<file path="config.mk">
export PLATFORM = sky130hd
export DESIGN_NAME = mouse_cursor_overlay
export DESIGN_NICKNAME = d
export VERILOG_FILES = /design/src/rtl/mouse_cursor_overlay_pkg.sv /design/src/rtl/mouse_cursor_overlay_cursor_pos_buffer.sv /design/src/rtl/mouse_cursor_overlay.sv
export SDC_FILE = /design/constraint.sdc
export NUM_CORES = 1
export LEC_CHECK = 0
export CAP_MARGIN = 20
export CORE_AREA = 8 8 95 97
export DETAILED_ROUTE_END_ITERATION = 10
export DIE_AREA = 0 0 103 105
export GPL_ROUTABILITY_DRIVEN = 1
export GPL_TIMING_DRIVEN = 0
export PLACE_DENSITY = 0.8
export SLEW_MARGIN = 20
export SYNTH_ARGS = -nofsm -noshare
export SYNTH_HDL_FRONTEND = slang
export SYNTH_SLANG_ARGS = --single-unit
</file>
<file path="constraint.sdc">
create_clock -name clk -period 3.3 [get_ports clk]
set_input_delay 0.33 -clock clk [delete_from_list [all_inputs] [get_ports clk]]
set_output_delay 0.33 -clock clk [all_outputs]
set_load 0.01 [all_outputs]
</file>
<file path="src/rtl/mouse_cursor_overlay_pkg.sv">
// Shared definitions for the mouse cursor overlay stage.
// Holds the cursor bitmap geometry, the ROM row-index width, the "no row"
// index that the bitmap ROM sees outside the cursor, the default sync
// polarity, and the pixel bundle carried down the two-stage pipeline.
package mouse_cursor_overlay_pkg;

    // Default sync polarity: 1 means hsync/vsync are active-low.
    localparam bit SYNC_ACTIVE_LOW_DEF = 1'b1;

    // Cursor bitmap geometry: 8 columns wide, rows 0..10.
    localparam int CURSOR_W_DEF = 8;
    localparam int CURSOR_H_DEF = 11;

    // Width of the row index sent to the bitmap ROM.
    localparam int LINE_W = 5;

    // Row index driven when the pixel is outside the cursor box.
    localparam logic [LINE_W-1:0] NO_LINE = 5'd31;

    // Colour width carried by the pixel bundle.
    localparam int PIX_RGB_W = 12;

    // One pixel as it travels through the pipeline.
    typedef struct packed {
        logic [PIX_RGB_W-1:0] rgb;
        logic                 video_on;
        logic                 hsync;
        logic                 vsync;
    } pixel_t;

endpackage

</file>
<file path="src/rtl/mouse_cursor_overlay_cursor_pos_buffer.sv">
// Double-buffered cursor position.
// New mouse positions are clamped into the visible area and held as a
// pending value; the pending value is copied into the live position only
// at the start of a frame, so the cursor never moves mid-frame.
//
// Ports:
//   clk, rst_n    pixel clock, asynchronous active-low reset
//   i_vsync       raw vertical sync from the timing generator
//   i_mouse_x/y   new cursor position
//   i_pos_valid   one-cycle strobe qualifying i_mouse_x/y
//   o_cur_x/y     committed cursor position used by the pixel compare
module cursor_pos_buffer
    import mouse_cursor_overlay_pkg::*;
#(
    parameter int X_W             = 10,
    parameter int Y_W             = 10,
    parameter int H_ACTIVE        = 640,
    parameter int V_ACTIVE        = 480,
    parameter bit SYNC_ACTIVE_LOW = SYNC_ACTIVE_LOW_DEF
) (
    input  logic           clk,
    input  logic           rst_n,
    input  logic           i_vsync,
    input  logic [X_W-1:0] i_mouse_x,
    input  logic [Y_W-1:0] i_mouse_y,
    input  logic           i_pos_valid,
    output logic [X_W-1:0] o_cur_x,
    output logic [Y_W-1:0] o_cur_y
);

    // The idle sync level equals the active-low flag (1 when active-low).
    localparam logic SYNC_IDLE   = SYNC_ACTIVE_LOW;
    localparam logic SYNC_ACTIVE = ~SYNC_ACTIVE_LOW;

    localparam logic [X_W-1:0] X_MAX = X_W'(H_ACTIVE - 1);
    localparam logic [Y_W-1:0] Y_MAX = Y_W'(V_ACTIVE - 1);

    logic           r_vsync_d;
    logic [X_W-1:0] r_pend_x;
    logic [Y_W-1:0] r_pend_y;
    logic           r_pending;
    logic [X_W-1:0] r_cur_x;
    logic [Y_W-1:0] r_cur_y;

    logic           w_frame_start;
    logic [X_W-1:0] w_clamp_x;
    logic [Y_W-1:0] w_clamp_y;

    // Frame start is the idle->active transition of vsync.
    assign w_frame_start = (i_vsync == SYNC_ACTIVE) && (r_vsync_d == SYNC_IDLE);

    assign w_clamp_x = (i_mouse_x > X_MAX) ? X_MAX : i_mouse_x;
    assign w_clamp_y = (i_mouse_y > Y_MAX) ? Y_MAX : i_mouse_y;

    // A strobe landing on the frame-start cycle still lets the older pending
    // value commit; the new value then waits for the following frame, so the
    // strobe branch must win over the pending clear.
    always_ff @(posedge clk or negedge rst_n) begin
        if (!rst_n) begin
            r_vsync_d <= SYNC_IDLE;
            r_pend_x  <= '0;
            r_pend_y  <= '0;
            r_pending <= 1'b0;
            r_cur_x   <= '0;
            r_cur_y   <= '0;
        end else begin
            r_vsync_d <= i_vsync;
            if (w_frame_start && r_pending) begin
                r_cur_x <= r_pend_x;
                r_cur_y <= r_pend_y;
            end
            if (i_pos_valid) begin
                r_pend_x  <= w_clamp_x;
                r_pend_y  <= w_clamp_y;
                r_pending <= 1'b1;
            end else if (w_frame_start) begin
                r_pending <= 1'b0;
            end
        end
    end

    assign o_cur_x = r_cur_x;
    assign o_cur_y = r_cur_y;

endmodule

</file>
<file path="src/rtl/mouse_cursor_overlay.sv">
// Mouse cursor overlay pipeline stage.
// Compares each pixel coordinate with the committed cursor position, drives
// the row index into an external combinational cursor-bitmap ROM, and uses
// the returned row mask to paint the cursor colour over the video stream.
// Every output is delayed by exactly two clocks.
//
// Ports:
//   clk, rst_n              pixel clock, asynchronous active-low reset
//   pixel_x, pixel_y        current pixel coordinate
//   video_on_in             pixel lies in the visible area
//   hsync_in, vsync_in      sync inputs
//   rgb_in                  background colour
//   mouse_x, mouse_y        new cursor position, qualified by pos_valid
//   pos_valid               one-cycle position strobe
//   cursor_en               overlay enable
//   line_number             registered row index to the bitmap ROM
//   line_code               ROM row mask for line_number (bit k = column k)
//   rgb_out                 composited colour
//   video_on_out            delayed video_on
//   hsync_out, vsync_out    delayed syncs
module mouse_cursor_overlay
    import mouse_cursor_overlay_pkg::*;
#(
    parameter int                 X_W             = 10,
    parameter int                 Y_W             = 10,
    parameter int                 RGB_W           = PIX_RGB_W,
    parameter int                 H_ACTIVE        = 640,
    parameter int                 V_ACTIVE        = 480,
    parameter int                 CURSOR_W        = CURSOR_W_DEF,
    parameter int                 CURSOR_H        = CURSOR_H_DEF,
    parameter logic [RGB_W-1:0]   CURSOR_COLOR    = 12'hFFF,
    parameter bit                 SYNC_ACTIVE_LOW = SYNC_ACTIVE_LOW_DEF
) (
    input  logic                clk,
    input  logic                rst_n,
    input  logic [X_W-1:0]      pixel_x,
    input  logic [Y_W-1:0]      pixel_y,
    input  logic                video_on_in,
    input  logic                hsync_in,
    input  logic                vsync_in,
    input  logic [RGB_W-1:0]    rgb_in,
    input  logic [X_W-1:0]      mouse_x,
    input  logic [Y_W-1:0]      mouse_y,
    input  logic                pos_valid,
    input  logic                cursor_en,
    output logic [LINE_W-1:0]   line_number,
    input  logic [CURSOR_W-1:0] line_code,
    output logic [RGB_W-1:0]    rgb_out,
    output logic                video_on_out,
    output logic                hsync_out,
    output logic                vsync_out
);

    localparam int   DX_W      = $clog2(CURSOR_W);
    localparam logic SYNC_IDLE = SYNC_ACTIVE_LOW;

    localparam pixel_t PIX_RESET = '{rgb: '0, video_on: 1'b0,
                                     hsync: SYNC_IDLE, vsync: SYNC_IDLE};

    logic [X_W-1:0]    w_cur_x;
    logic [Y_W-1:0]    w_cur_y;
    logic [X_W-1:0]    w_dx;
    logic [Y_W-1:0]    w_dy;
    logic              w_hit;
    pixel_t            w_pix_in;

    logic [DX_W-1:0]   r_s1_dx;
    logic              r_s1_hit;
    logic [LINE_W-1:0] r_line_number;
    pixel_t            r_s1_pix;
    pixel_t            r_s2_pix;

    cursor_pos_buffer #(
        .X_W             (X_W),
        .Y_W             (Y_W),
        .H_ACTIVE        (H_ACTIVE),
        .V_ACTIVE        (V_ACTIVE),
        .SYNC_ACTIVE_LOW (SYNC_ACTIVE_LOW)
    ) u_pos_buffer (
        .clk         (clk),
        .rst_n       (rst_n),
        .i_vsync     (vsync_in),
        .i_mouse_x   (mouse_x),
        .i_mouse_y   (mouse_y),
        .i_pos_valid (pos_valid),
        .o_cur_x     (w_cur_x),
        .o_cur_y     (w_cur_y)
    );

    // Unsigned offsets; the >= terms reject pixels left of / above the
    // cursor so a wrapped-around difference never counts as a hit.
    assign w_dx  = pixel_x - w_cur_x;
    assign w_dy  = pixel_y - w_cur_y;
    assign w_hit = (pixel_x >= w_cur_x) && (w_dx < X_W'(CURSOR_W)) &&
                   (pixel_y >= w_cur_y) && (w_dy < Y_W'(CURSOR_H));

    assign w_pix_in = '{rgb: rgb_in, video_on: video_on_in,
                        hsync: hsync_in, vsync: vsync_in};

    // Stage 1: the ROM row index depends on geometry only, while the overlay
    // decision also folds in the enable and the visible-area flag.
    always_ff @(posedge clk or negedge rst_n) begin
        if (!rst_n) begin
            r_s1_dx       <= '0;
            r_s1_hit      <= 1'b0;
            r_line_number <= NO_LINE;
            r_s1_pix      <= PIX_RESET;
        end else begin
            r_s1_dx       <= w_dx[DX_W-1:0];
            r_s1_hit      <= w_hit & cursor_en & video_on_in;
            r_line_number <= w_hit ? w_dy[LINE_W-1:0] : NO_LINE;
            r_s1_pix      <= w_pix_in;
        end
    end

    // Stage 2: the ROM answers combinationally for r_line_number, so its
    // mask is sampled here alongside the matching stage-1 pixel.
    always_ff @(posedge clk or negedge rst_n) begin
        if (!rst_n) begin
            r_s2_pix <= PIX_RESET;
        end else begin
            r_s2_pix          <= r_s1_pix;
            r_s2_pix.rgb      <= (r_s1_hit && line_code[r_s1_dx]) ? CURSOR_COLOR
                                                                 : r_s1_pix.rgb;
        end
    end

    assign line_number  = r_line_number;
    assign rgb_out      = r_s2_pix.rgb;
    assign video_on_out = r_s2_pix.video_on;
    assign hsync_out    = r_s2_pix.hsync;
    assign vsync_out    = r_s2_pix.vsync;

endmodule

</file>
==> flow_summary.html <==
<table>
<tr><th>Metric</th><th>Value</th></tr>
<tr><th colspan="2">Worst hold path</th></tr>
<tr><td>Startpoint of the tightest hold check path</td><td>r_s1_pix[2]</td></tr>
<tr><td>Hold Path Class</td><td>reg -&gt; reg</td></tr>
<tr><th colspan="2">Timing</th></tr>
<tr><td>Setup-violating endpoint count in the final report</td><td>0</td></tr>
<tr><td>Final worst path period share</td><td>between 80 and 90%</td></tr>
<tr><td>Worst slew slack as a fraction of its limit</td><td>between 50 and 60%</td></tr>
<tr><td>Time the worst path needs with I/O delays and setup</td><td>between 2000 and 3000 ps</td></tr>
<tr><td>Setup skew after layout</td><td>~10 ps</td></tr>
<tr><td>Number of pins exceeding their max-slew limit in the final report</td><td>0</td></tr>
<tr><td>Fmax</td><td>between 300 and 400 MHz</td></tr>
<tr><td>Actual slew at the worst max-slew pin</td><td>just over 700 ps</td></tr>
<tr><td>TNS Setup</td><td>0 ps</td></tr>
<tr><td>Unrepaired setup endpoints after global routing</td><td>no</td></tr>
<tr><td>Number of hold violations in the final report</td><td>0</td></tr>
<tr><th colspan="2">CTS</th></tr>
<tr><td>CTS sink cnt</td><td>80</td></tr>
<tr><td>Number of CTS-inserted buffers</td><td>9</td></tr>
<tr><td>Number of H-tree branching levels</td><td>3</td></tr>
<tr><td>CTS Buffer Depth</td><td>2</td></tr>
<tr><td>Cells resized by post-CTS repair</td><td>0</td></tr>
<tr><td>Clock-pin slew reported for the worst setup and hold paths after clock tree synthesis</td><td>~80 ps</td></tr>
<tr><td>Source-to-sink clock delay at the later pin of the worst-skew pair</td><td>approximately 340 ps</td></tr>
<tr><td>CTS tree</td><td>built</td></tr>
<tr><td>CTS Root Cell</td><td>clkbuf_8</td></tr>
<tr><td>Number of setup buffers added after CTS</td><td>0</td></tr>
<tr><th colspan="2">Detailed routing</th></tr>
<tr><td>Count of routing violations after the opening detailed-route iteration</td><td>80</td></tr>
<tr><td>Vias post-DR</td><td>around 2600</td></tr>
<tr><td>Number of search-and-repair iterations in the first detailed-routing pass</td><td>4</td></tr>
<tr><td>Drc violations</td><td>0</td></tr>
<tr><td>Aggregate routed wire length</td><td>~7700 um</td></tr>
<tr><td>Routed len/inst</td><td>14.83 um</td></tr>
<tr><td>Avg Vias per Cell</td><td>4.992</td></tr>
<tr><td>Number of routed nets with antenna violations</td><td>0</td></tr>
<tr><th colspan="2">Cells and area</th></tr>
<tr><td>Fraction of layout cells with a size suffix above 1</td><td>about an eighth</td></tr>
<tr><td>Post-layout nets</td><td>about 500</td></tr>
<tr><td>Antenna diode count</td><td>0</td></tr>
<tr><td>Most frequent standard cell in the layout excluding fill and tap cells</td><td>clkdlybuf4s50_1</td></tr>
<tr><td>Layout Area Growth over Synthesis</td><td>33.08%</td></tr>
<tr><td>Commonest cells after routing, fill and taps aside</td><td>84 x clkdlybuf4s50_1, 71 x dfrtp_1, 31 x inv_1</td></tr>
<tr><th colspan="2">Floorplan</th></tr>
<tr><td>Initial core utilization</td><td>approximately half</td></tr>
<tr><td>DIE WIDTH</td><td>103 um</td></tr>
<tr><td>Standard-cell row count</td><td>32</td></tr>
<tr><td>Number of top-level pins</td><td>87</td></tr>
<tr><td>Die Area</td><td>about 0.011 mm^2</td></tr>
<tr><td>Vert. Die Dim</td><td>~110 um</td></tr>
<tr><td>Area of the core region</td><td>between 0.007 and 0.008 mm^2</td></tr>
<tr><th colspan="2">Logic synthesis</th></tr>
<tr><td>Area of the mapped netlist</td><td>0.003657 mm^2</td></tr>
<tr><td>Post-Synthesis Mean Instance Area</td><td>11.61 um^2</td></tr>
<tr><td>Most used DFF post-synth</td><td>dfrtp_1</td></tr>
<tr><td>Number of storage elements in the synthesis netlist</td><td>80</td></tr>
<tr><td>Number of different library cells in the post-synthesis netlist</td><td>45</td></tr>
<tr><td>YS warnings</td><td>0</td></tr>
<tr><td>Synthesized netlist cell count</td><td>about 320</td></tr>
<tr><td>Post-synth EDFFs</td><td>0</td></tr>
<tr><td>Sequential share of the synthesized area</td><td>~55%</td></tr>
<tr><td>Synthesized net count</td><td>404</td></tr>
<tr><td>Proportion of register bits with asynchronous set or reset after synthesis</td><td>100.0%</td></tr>
<tr><th colspan="2">Placement</th></tr>
<tr><td>Detailed-placement wirelength estimate</td><td>roughly 6200 um</td></tr>
<tr><td>Number of I/O port buffers</td><td>85</td></tr>
<tr><td>Global placement routability congestion</td><td>~0.83</td></tr>
<tr><th colspan="2">GRT</th></tr>
<tr><td>Leftover overflow at the end of global routing</td><td>0</td></tr>
<tr><td>First-pass GRT wire length</td><td>between 10000 and 15000 um</td></tr>
<tr><td>Initial antenna violation count</td><td>0</td></tr>
<tr><td>Largest net degree at the start of global routing</td><td>45</td></tr>
<tr><td>Global routing usage summed across all routing layers</td><td>15.12%</td></tr>
<tr><td>Vias in the first global route</td><td>around 2700</td></tr>
<tr><th colspan="2">Critical path</th></tr>
<tr><td>Max FO, Critical Path</td><td>3</td></tr>
<tr><td>Setup CP Type</td><td>in -&gt; reg</td></tr>
<tr><td>Data required time of the critical path</td><td>approximately 3600 ps</td></tr>
<tr><td>Critical path endpoint category</td><td>flip-flop</td></tr>
<tr><td>Family with the most delay on the worst path</td><td>simple AND/OR/NAND/NOR gates</td></tr>
<tr><td>CP peak stage delay</td><td>~540 ps</td></tr>
<tr><td>Reg2Reg Launch Point</td><td>u_pos_buffer.o_cur_x[0]</td></tr>
<tr><td>Origin of the worst setup path</td><td>pixel_x[0]</td></tr>
<tr><td>Buf+Inv Stages, Crit Path</td><td>2</td></tr>
<tr><td>Ordered list of cells on the worst path</td><td>clkdlybuf4s50_1, inv_1, ha_1, fa_1, nand2b_2, a21oi_4, xnor2_1, nor4_2, nand3_1, or4_1, or3_1</td></tr>
<tr><td>Startpoint type of the worst setup path</td><td>input port</td></tr>
<tr><td>Worst path slowest cell</td><td>or4_1</td></tr>
<tr><td>Data arrival time of the critical path</td><td>between 3000 and 4000 ps</td></tr>
<tr><th colspan="2">Job</th></tr>
<tr><td>Max-cap violations</td><td>0</td></tr>
<tr><th colspan="2">Power</th></tr>
<tr><td>LEAKAGE</td><td>2.080 nW</td></tr>
<tr><td>Total power of the final layout</td><td>~0.0025 W</td></tr>
<tr><td>Ratio of total power to cell area</td><td>520.3 mW/mm^2</td></tr>
<tr><td>Worst vdd ir</td><td>around 0.00034 V</td></tr>
<tr><th colspan="2">Run status</th></tr>
<tr><td>Outcome</td><td>finished, final reports clean</td></tr>
</table>
==> final cells by class <==
type,instances,area [um^2]
sequential,80,2013
fill,634,2660
buffer,6,22.52
clock buffer,10,137.6
multi-input combinational,198,1505
inverter,31,116.4
timing repair buffer,87,878.3
clock inverter,6,66.31
tap,102,127.6
==> per-layer routing <==
| metal | vias up | share of wire (%) | GRT usage (%) |
|---|---|---|---|
| met2 | 69 | 51 | 26.01 |
| met4 | 0 | 1.8 | 6.618 |
| met1 | 1221 | 41 | 17.15 |
| met3 | 11 | 6.1 | 3.716 |
| met5 | - | 0 | 0 |
| li1 | 1295 | - | - |
==> metrics by stage <==
stage	utilization, %	hold slack (ps)	setup slack (ps)	instance area (um^2)	std cells
2_1_floorplan	-	34.41	673.6	3657	315
3_3_place_gp	61.59	335.4	-703.4	4636	502
3_5_place_dp	61.82	315.6	56.45	4653	503
4_1_cts	64.66	355.5	421.3	4867	520
5_1_grt	64.66	362.1	261.0	4867	520
6_report	64.66	352.6	404.3	4867	520
==> sequential cells by signal, indices dropped and copies added, names as in the netlist <==
name and cells:
vsync_out 1, u_pos_buffer.o_cur_x 10, r_s1_hit 1, line_number 5
rgb_out 12, u_pos_buffer.r_pending 1, u_pos_buffer.r_vsync_d 1, r_s1_dx 3
u_pos_buffer.o_cur_y 10, hsync_out 1, u_pos_buffer.r_pend_y 10, u_pos_buffer.r_pend_x 10
r_s1_pix 14, video_on_out 1
==> synth_stat cells, types with 2 or more instances <==
| cell type | n | area (um^2) |
|---|---|---|
| nand3b_1 | 6 | 45.04 |
| mux4_2 | 2 | 45.04 |
| o22ai_1 | 2 | 12.51 |
| fa_1 | 2 | 40.04 |
| nand2_1 | 18 | 67.56 |
| nand2b_1 | 14 | 87.58 |
| nand4_1 | 2 | 12.51 |
| dfrtp_1 | 71 | 1777 |
| mux2_2 | 19 | 214.0 |
| ha_1 | 20 | 250.2 |
| nor3_1 | 4 | 20.02 |
| nor3b_1 | 2 | 15.01 |
| nor2b_1 | 3 | 18.77 |
| o21a_1 | 4 | 30.03 |
| xnor2_1 | 8 | 70.07 |
| a21oi_1 | 20 | 100.1 |
| nor2_1 | 14 | 52.55 |
| xor2_1 | 3 | 26.28 |
| inv_1 | 31 | 116.4 |
| dfstp_2 | 9 | 236.5 |
| a21o_1 | 2 | 15.01 |
| o22a_1 | 12 | 105.1 |
| clkbuf_1 | 5 | 18.77 |
| o21ai_0 | 16 | 80.08 |
| nand3_1 | 6 | 30.03 |
==> power breakdown <==
group          internal (W)  total (W)  switching [W]
Combinational      0.000346   0.000689       0.000342
Clock              0.000373   0.000714       0.000342
Sequential          0.00108    0.00113      0.0000494
==> worst paths after layout <==
kind	endpoint	depth (start not counted)	slack, ps
max	line_number[3]	11	400
min	video_on_out	0	350
max reg2reg	line_number[3]	9	510
min reg2reg	video_on_out	0	350
max in group asynchronous	u_pos_buffer.r_vsync_d	3	2170
min in group asynchronous	u_pos_buffer.r_pend_y[1]	2	480
==> cells by family after synthesis <==
family,Yosys count,synth area share (%)
AND/OR/NAND/NOR,76,11.08
XOR/XNOR,11,2.634
adder cells (fa/ha/maj),22,7.937
buffers and inverters,37,3.797
flip-flops,80,55.05
multiplexers,22,7.356
AO/OA/AOI/OAI,67,12.15
==> what timing repair did <==
item,CTS,global route
setup endpoints to repair,0,0
hold buffers,1,0
endpoints found under the hold margin,31,0
Note: power is estimated with default switching activity, not from simulation.
